<file path="config.mk">
export PLATFORM = sky130hd
export DESIGN_NAME = rst_seq_ctrl
export DESIGN_NICKNAME = d
export VERILOG_FILES = /design/src/rtl/rst_seq_ctrl.sv
export SDC_FILE = /design/constraint.sdc
export NUM_CORES = 1
export LEC_CHECK = 0
export BUFFER_PORTS_ARGS = -buffer_cell sky130_fd_sc_hd__clkbuf_2
export CAP_MARGIN = 25
export CORE_MARGIN = 10
export CORE_UTILIZATION = 49
export CTS_BUF_LIST = sky130_fd_sc_hd__clkbuf_8
export CTS_CLUSTER_DIAMETER = 100
export DETAILED_ROUTE_END_ITERATION = 12
export HOLD_SLACK_MARGIN = 0.02
export MAX_ROUTING_LAYER = met4
export PLACE_DENSITY = 0.69
export SYNTH_ARGS = -nofsm -noshare
export SYNTH_HDL_FRONTEND = slang
export SYNTH_SLANG_ARGS = --single-unit
</file>
<file path="constraint.sdc">
create_clock -name clk -period 2.7 [get_ports clk]
set_input_delay 0.135 -clock clk [delete_from_list [all_inputs] [get_ports clk]]
set_output_delay 0.135 -clock clk [all_outputs]
set_load 0.05 [all_outputs]
</file>
<file path="src/rtl/rst_seq_ctrl.sv">
// ---------------------------------------------------------------------------
// rst_seq_ctrl
//
// Power-on / soft-reset sequencer for ND downstream reset domains.
//
// The board reset (nrst_in) is synchronised internally. Domain resets are
// then released one at a time in order 0..ND-1. Each release is preceded by
// a fixed DLY-cycle wait. After each release the sequencer waits for that
// domain's ready handshake, and gives up after TO cycles. A timeout is
// recorded in a sticky per-domain flag, and the domain is left released.
// A soft-reset request in RUN tears the domains down in reverse order and
// re-runs the sequence.
//
// Ports
//   clk       in   1          system clock
//   nrst_in   in   1          asynchronous active-low board reset
//   sw_rst    in   1          soft-reset request pulse (honoured only in RUN)
//   rdy_in    in   ND         per-domain ready level, asynchronous to clk
//   nrst_out  out  ND         per-domain active-low resets (registered)
//   all_up    out  1          high while in RUN
//   busy      out  1          high in WAIT, ACK or SHUT
//   to_err    out  ND         sticky per-domain ready-timeout flags
//   cur_dom   out  DW         index of the domain currently being sequenced
// ---------------------------------------------------------------------------
module rst_seq_ctrl #(
  parameter int ND  = 4,    // number of reset domains (>=1)
  parameter int PS  = 2,    // synchroniser stages (>=2)
  parameter int DLY = 16,   // WAIT cycles before each release (>=1)
  parameter int TO  = 255,  // max ACK cycles before timeout (>=1)
  parameter int CW  = 8,    // counter width, must hold max(DLY,TO)-1
  localparam int DW = (ND > 1) ? $clog2(ND) : 1
) (
  input  logic          clk,
  input  logic          nrst_in,
  input  logic          sw_rst,
  input  logic [ND-1:0] rdy_in,
  output logic [ND-1:0] nrst_out,
  output logic          all_up,
  output logic          busy,
  output logic [ND-1:0] to_err,
  output logic [DW-1:0] cur_dom
);

  typedef enum logic [2:0] {
    HOLD = 3'd0,
    WAIT = 3'd1,
    ACK  = 3'd2,
    RUN  = 3'd3,
    SHUT = 3'd4
  } state_t;

  // Counter compare points, sized once so the compares are width-clean.
  localparam logic [CW-1:0] DLY_LAST = CW'(DLY - 1);
  localparam logic [CW-1:0] TO_LAST  = CW'(TO - 1);
  localparam logic [DW-1:0] DOM_LAST = DW'(ND - 1);

  // -------------------------------------------------------------------------
  // Internal reset synchroniser: asserts asynchronously with nrst_in and
  // releases after PS rising edges with nrst_in high. Shifting in 1s means
  // the last stage goes high only once the whole pipe has filled.
  // -------------------------------------------------------------------------
  logic [PS-1:0] rst_pipe_q;
  logic [PS-1:0] rst_pipe_d;
  logic          int_rst_n;

  always_comb begin
    rst_pipe_d = {rst_pipe_q[PS-2:0], 1'b1};
  end

  always_ff @(posedge clk or negedge nrst_in) begin
    if (!nrst_in) begin
      rst_pipe_q <= '0;
    end else begin
      rst_pipe_q <= rst_pipe_d;
    end
  end

  assign int_rst_n = rst_pipe_q[PS-1];

  // -------------------------------------------------------------------------
  // Ready synchronisers. One PS-stage pipe per domain, cleared by the board
  // reset. Only the synchronised rdy_s is used by the sequencer.
  // -------------------------------------------------------------------------
  logic [ND-1:0] rdy_s;

  generate
    for (genvar gi = 0; gi < ND; gi++) begin : g_rdy_sync
      logic [PS-1:0] rdy_pipe_q;
      logic [PS-1:0] rdy_pipe_d;

      always_comb begin
        rdy_pipe_d = {rdy_pipe_q[PS-2:0], rdy_in[gi]};
      end

      always_ff @(posedge clk or negedge nrst_in) begin
        if (!nrst_in) begin
          rdy_pipe_q <= '0;
        end else begin
          rdy_pipe_q <= rdy_pipe_d;
        end
      end

      assign rdy_s[gi] = rdy_pipe_q[PS-1];
    end
  endgenerate

  // -------------------------------------------------------------------------
  // Sequencer state and registered outputs
  // -------------------------------------------------------------------------
  state_t        state_q,    state_d;
  logic [CW-1:0] cnt_q,      cnt_d;
  logic [DW-1:0] cur_dom_q,  cur_dom_d;
  logic [ND-1:0] nrst_out_q, nrst_out_d;
  logic [ND-1:0] to_err_q,   to_err_d;
  logic          all_up_q,   all_up_d;
  logic          busy_q,     busy_d;

  always_comb begin
    logic adv;

    state_d    = state_q;
    cnt_d      = cnt_q;
    cur_dom_d  = cur_dom_q;
    nrst_out_d = nrst_out_q;
    to_err_d   = to_err_q;
    adv        = 1'b0;

    case (state_q)
      HOLD: begin
        // Only reached here once the internal reset has released.
        state_d   = WAIT;
        cnt_d     = '0;
        cur_dom_d = '0;
      end

      WAIT: begin
        if (cnt_q == DLY_LAST) begin
          nrst_out_d[cur_dom_q] = 1'b1;
          cnt_d                 = '0;
          state_d               = ACK;
        end else begin
          cnt_d = cnt_q + CW'(1);
        end
      end

      ACK: begin
        if (rdy_s[cur_dom_q]) begin
          adv = 1'b1;
        end else if (cnt_q == TO_LAST) begin
          // Domain stays released; the timeout is only recorded.
          to_err_d[cur_dom_q] = 1'b1;
          adv                 = 1'b1;
        end else begin
          cnt_d = cnt_q + CW'(1);
        end

        if (adv) begin
          if (cur_dom_q == DOM_LAST) begin
            state_d = RUN;
          end else begin
            cur_dom_d = cur_dom_q + DW'(1);
            cnt_d     = '0;
            state_d   = WAIT;
          end
        end
      end

      RUN: begin
        // sw_rst is only looked at here, so requests in other states are
        // dropped rather than queued. Ready drops are not watched in RUN.
        if (sw_rst) begin
          cur_dom_d = DOM_LAST;
          cnt_d     = '0;
          state_d   = SHUT;
        end
      end

      SHUT: begin
        // Reverse teardown, one domain per cycle.
        nrst_out_d[cur_dom_q] = 1'b0;
        if (cur_dom_q == '0) begin
          cnt_d    = '0;
          to_err_d = '0;
          state_d  = WAIT;
        end else begin
          cur_dom_d = cur_dom_q - DW'(1);
        end
      end

      default: begin
        state_d    = HOLD;
        cnt_d      = '0;
        cur_dom_d  = '0;
        nrst_out_d = '0;
        to_err_d   = '0;
      end
    endcase

    // While the synchronised reset is still active, park in HOLD.
    if (!int_rst_n) begin
      state_d    = HOLD;
      cnt_d      = '0;
      cur_dom_d  = '0;
      nrst_out_d = '0;
      to_err_d   = '0;
    end

    // Status flags are decoded from the next state so they change on the
    // same edge as the state register.
    all_up_d = (state_d == RUN);
    busy_d   = (state_d == WAIT) || (state_d == ACK) || (state_d == SHUT);
  end

  always_ff @(posedge clk or negedge nrst_in) begin
    if (!nrst_in) begin
      state_q    <= HOLD;
      cnt_q      <= '0;
      cur_dom_q  <= '0;
      nrst_out_q <= '0;
      to_err_q   <= '0;
      all_up_q   <= 1'b0;
      busy_q     <= 1'b0;
    end else begin
      state_q    <= state_d;
      cnt_q      <= cnt_d;
      cur_dom_q  <= cur_dom_d;
      nrst_out_q <= nrst_out_d;
      to_err_q   <= to_err_d;
      all_up_q   <= all_up_d;
      busy_q     <= busy_d;
    end
  end

  assign nrst_out = nrst_out_q;
  assign to_err   = to_err_q;
  assign cur_dom  = cur_dom_q;
  assign all_up   = all_up_q;
  assign busy     = busy_q;

endmodule

</file>
==> metrics.csv <==
stage,metric,value,unit
cells_and_area,n_fill_cell,288,
logic_synthesis,synthTopCellsByArea,"dfrtp_1 47%, a21oi_1 4.6%, nand2_1 4.5%",
global_routing,antenna_found_initial,0,
logic_synthesis,synth_top_area_cell,dfrtp_1,
cells_and_area,nNetsFinal,216,
routing,drtAntennaViolNets,0,
sta,hold_viol_final,0,
logic_synthesis,ys.flop_type,dfrtp_1,
pwr,powerDensity,489.0,mW/mm²
routing,avgViaCountPerCell,5.664,
global_routing,grt_pass1_wl,6451,µm
logic_synthesis,synth_fp_nets,191,
global_routing,grt_max_degree,34,
cells_and_area,finish.utilization,59.10,%
placement,portBuffers,18,
logic_synthesis,synthArstFlopShare,100.0,%
logic_synthesis,synth_edf_count,0,
floorplan,placementRows,21,
floorplan,dieHeight,79.62,µm
global_routing,grt_overflow,0,
sta,tns,0,ps
logic_synthesis,yosysTopAreaCellShare,47.41,%
critical_path,startpoint,state_q[1],
run,maxCapViolCount,0,
placement,gp_congestion,0.9650,
cts,cts_tree,yes,
routing,drt-initial-drc-count,149,
floorplan,ios,19,
routing,wire_per_inst,15.42,µm
critical_path,cp-start-kind,register,
pwr,vdd_drop_max,0.3264,mV
logic_synthesis,synth_warnings,0,
critical_path,critPathBufInv,1,
logic_synthesis,yosys.area_share.simple,20.76,%
logic_synthesis,ys_seq_elements,33,
placement,dp.cells,241,
cts,numCtsBuffers,5,
floorplan,dieArea,0.006339,mm²
logic_synthesis,synthMuxAreaShare,2.514,%
critical_path,path_cells,or3b_1 > o41ai_1 > inv_1 > a31oi_1,
sta,setup_viol,0,
sta,min_period,2157,ps
routing,num_vias,1433,
logic_synthesis,synth-compound-area-share,23.71,%
cells_and_area,area_growth,15.01,%
critical_path,critical_path_class,register to register,
logic_synthesis,synth_area_per_cell,9.570,µm²
sta,slew_headroom,46.22,%
floorplan,coreArea,0.003390,mm²
cts,h-tree-depth,2,
pwr,total_power,979.6,µW
sta,worstMarginPinSlew,806.7,ps
logic_synthesis,syn_inst,182,
floorplan,start_util,51.38,%
cts,cts_buffer_depth,2,
sta,clock-skew-final,6.365,ps
cts,cts_resized,0,
sta,holdWs,213.1,ps
logic_synthesis,synth_most_common_cell,dfrtp_1,
routing,route.detailed.drc,0,
run_status,status,"complete, no violations",
critical_path,end_kind,register,
critical_path,slowest_delay,730,ps
sta,fmax,463.5,MHz
global_routing,grt.total_usage,13.09,%
logic_synthesis,synth.distinct_cells,51,
worst_hold_path,hp-start,sw_rst,
critical_path,rr_startpoint,state_q[1],
logic_synthesis,ys_seq_area_share,47.41,%
logic_synthesis,netlist_area,0.001742,mm²
cells_and_area,fin_cells,253,
routing,routed_wl,3902,µm
critical_path,crit_fanout,16,
sta,fin_crit_sh,79.91,%
logic_synthesis,synth_adder_area_share,1.437,%
logic_synthesis,synth_xor_xnor_area_share,0.5029,%
placement,dp_hpwl,2853,µm
critical_path,cp.arrival,2370,ps
routing,first_pass_iters,4,
cells_and_area,regArea,825.8,µm²
cells_and_area,n_antenna_cell,0,
worst_hold_path,hold_class,input pin to register,
pwr,p_leak,0.8770,nW
logic_synthesis,synth_common_cells,"33 x dfrtp_1, 21 x nand2_1, 16 x a21oi_1",
floorplan,die_w,79.62,µm
logic_synthesis,synth_top_family_by_area,compound AO/OA/AOI/OAI gates,
sta,slew_violations,0,
global_routing,first_global_vias,1370,
cells_and_area,multi_input_area,855.8,µm²
cts,numClockSinks,33,
critical_path,critPathRequiredTime,2910,ps
cts,clkTransAtPathRegs,60,ps
sta,rsz0062_at_grt,false,
cells_and_area,drive_gt1_share,18.36,%
cts,root_buffer,clkbuf_8,
cts,clk_latency,290,ps
critical_path,crit_family,compound AO/OA/AOI/OAI gates,
critical_path,critPathSlowestCell,o41ai_1,
repair_timing:
action	4_1_cts	5_1_grt
buffers inserted	0	0
hold buffers	5	0
hold endpoints to repair	37	0
setup endpoints to repair	0	0
placed cells by master (no fill, tap or decap), types with 3 or more instances in the layout:
master | Yosys | routed
dfrtp_1 | 33 | 33
nand2_1 | 21 | 21
clkbuf_2 | 0 | 18
a21oi_1 | 16 | 16
nor2_1 | 15 | 15
inv_1 | 8 | 9
o21ai_0 | 9 | 9
clkbuf_8 | 0 | 6
and2_1 | 5 | 5
o21ai_1 | 5 | 5
nand3_1 | 5 | 5
dlygate4sd3_1 | 0 | 5
nor3_1 | 4 | 4
a31oi_1 | 4 | 4
nor2b_1 | 3 | 3
nor3b_1 | 3 | 3
nand2b_1 | 3 | 3
o21a_1 | 3 | 3
metal layers:
metal,GRT usage (%),share of wire [%]
met1,16.24,46
met2,18.77,45
met3,4.617,6.9
met4,5.556,1.9
met5,-,0
state kept, by name, summed over array words and instances, names as in the netlist:
signal,flops
state_q,3
rst_pipe_q,2
to_err,4
g_rdy_sync.rdy_pipe_q,8
cnt_q,8
busy,1
all_up,1
nrst_out,4
cur_dom,2
through the flow:
step / setup slack [ps] / area, µm²
final: 542.6 / 2003
after global routing: 351.3 / 2003
after CTS: 545.7 / 2003
after detailed placement: 550.2 / 1867
after global placement: 664.0 / 1867
after floorplan: 538.5 / 1742
path summary, 6_finish.rpt:
kind / to / slack, ps / cells past startpoint
worst max-delay path: cnt_q[6] / 540 / 4
min in group asynchronous: to_err[2] / 470 / 2
max in group asynchronous: cnt_q[5] / 1720 / 2
worst min register to register: g_rdy_sync[1].rdy_pipe_q[1] / 350 / 0
worst min-delay path: state_q[2] / 210 / 3
worst max register to register: cnt_q[6] / 540 / 4
where the power goes:
| part | switching [mW] | internal [mW] | total [mW] |
|---|---|---|---|
| Clock | 0.168 | 0.198 | 0.366 |
| Sequential | 0.0124 | 0.507 | 0.520 |
| Combinational | 0.0617 | 0.0324 | 0.0941 |
| Total | 0.242 | 0.738 | 0.980 |
area by class of cell:
| type | instances | area share, % |
|---|---|---|
| Tap cell | 46 | 2.873 |
| Clock inverter | 1 | 0.1874 |
| Timing Repair Buffer | 24 | 7.370 |
| Clock buffer | 6 | 4.122 |
| Sequential cell | 33 | 41.22 |
| Inverter | 8 | 1.499 |
| Multi-Input combinational cell | 135 | 42.72 |
worst register-to-register path, stage by stage, from the launching register on:
cell and delay, ps:
dfrtp_1 600, or3b_1 480, o41ai_1 730, inv_1 90, a31oi_1 190
logic make-up (layout without fill, tap and decap cells):
group | Yosys count | count (layout)
buffers and inverters | 14 | 39
adder cells (fa/ha/maj) | 2 | 2
other | 1 | 1
XOR/XNOR | 1 | 1
multiplexers | 3 | 3
flip-flops | 33 | 33
AO/OA/AOI/OAI | 58 | 58
AND/OR/NAND/NOR | 70 | 70
No activity file was read; power rests on OpenSTA's default activity.
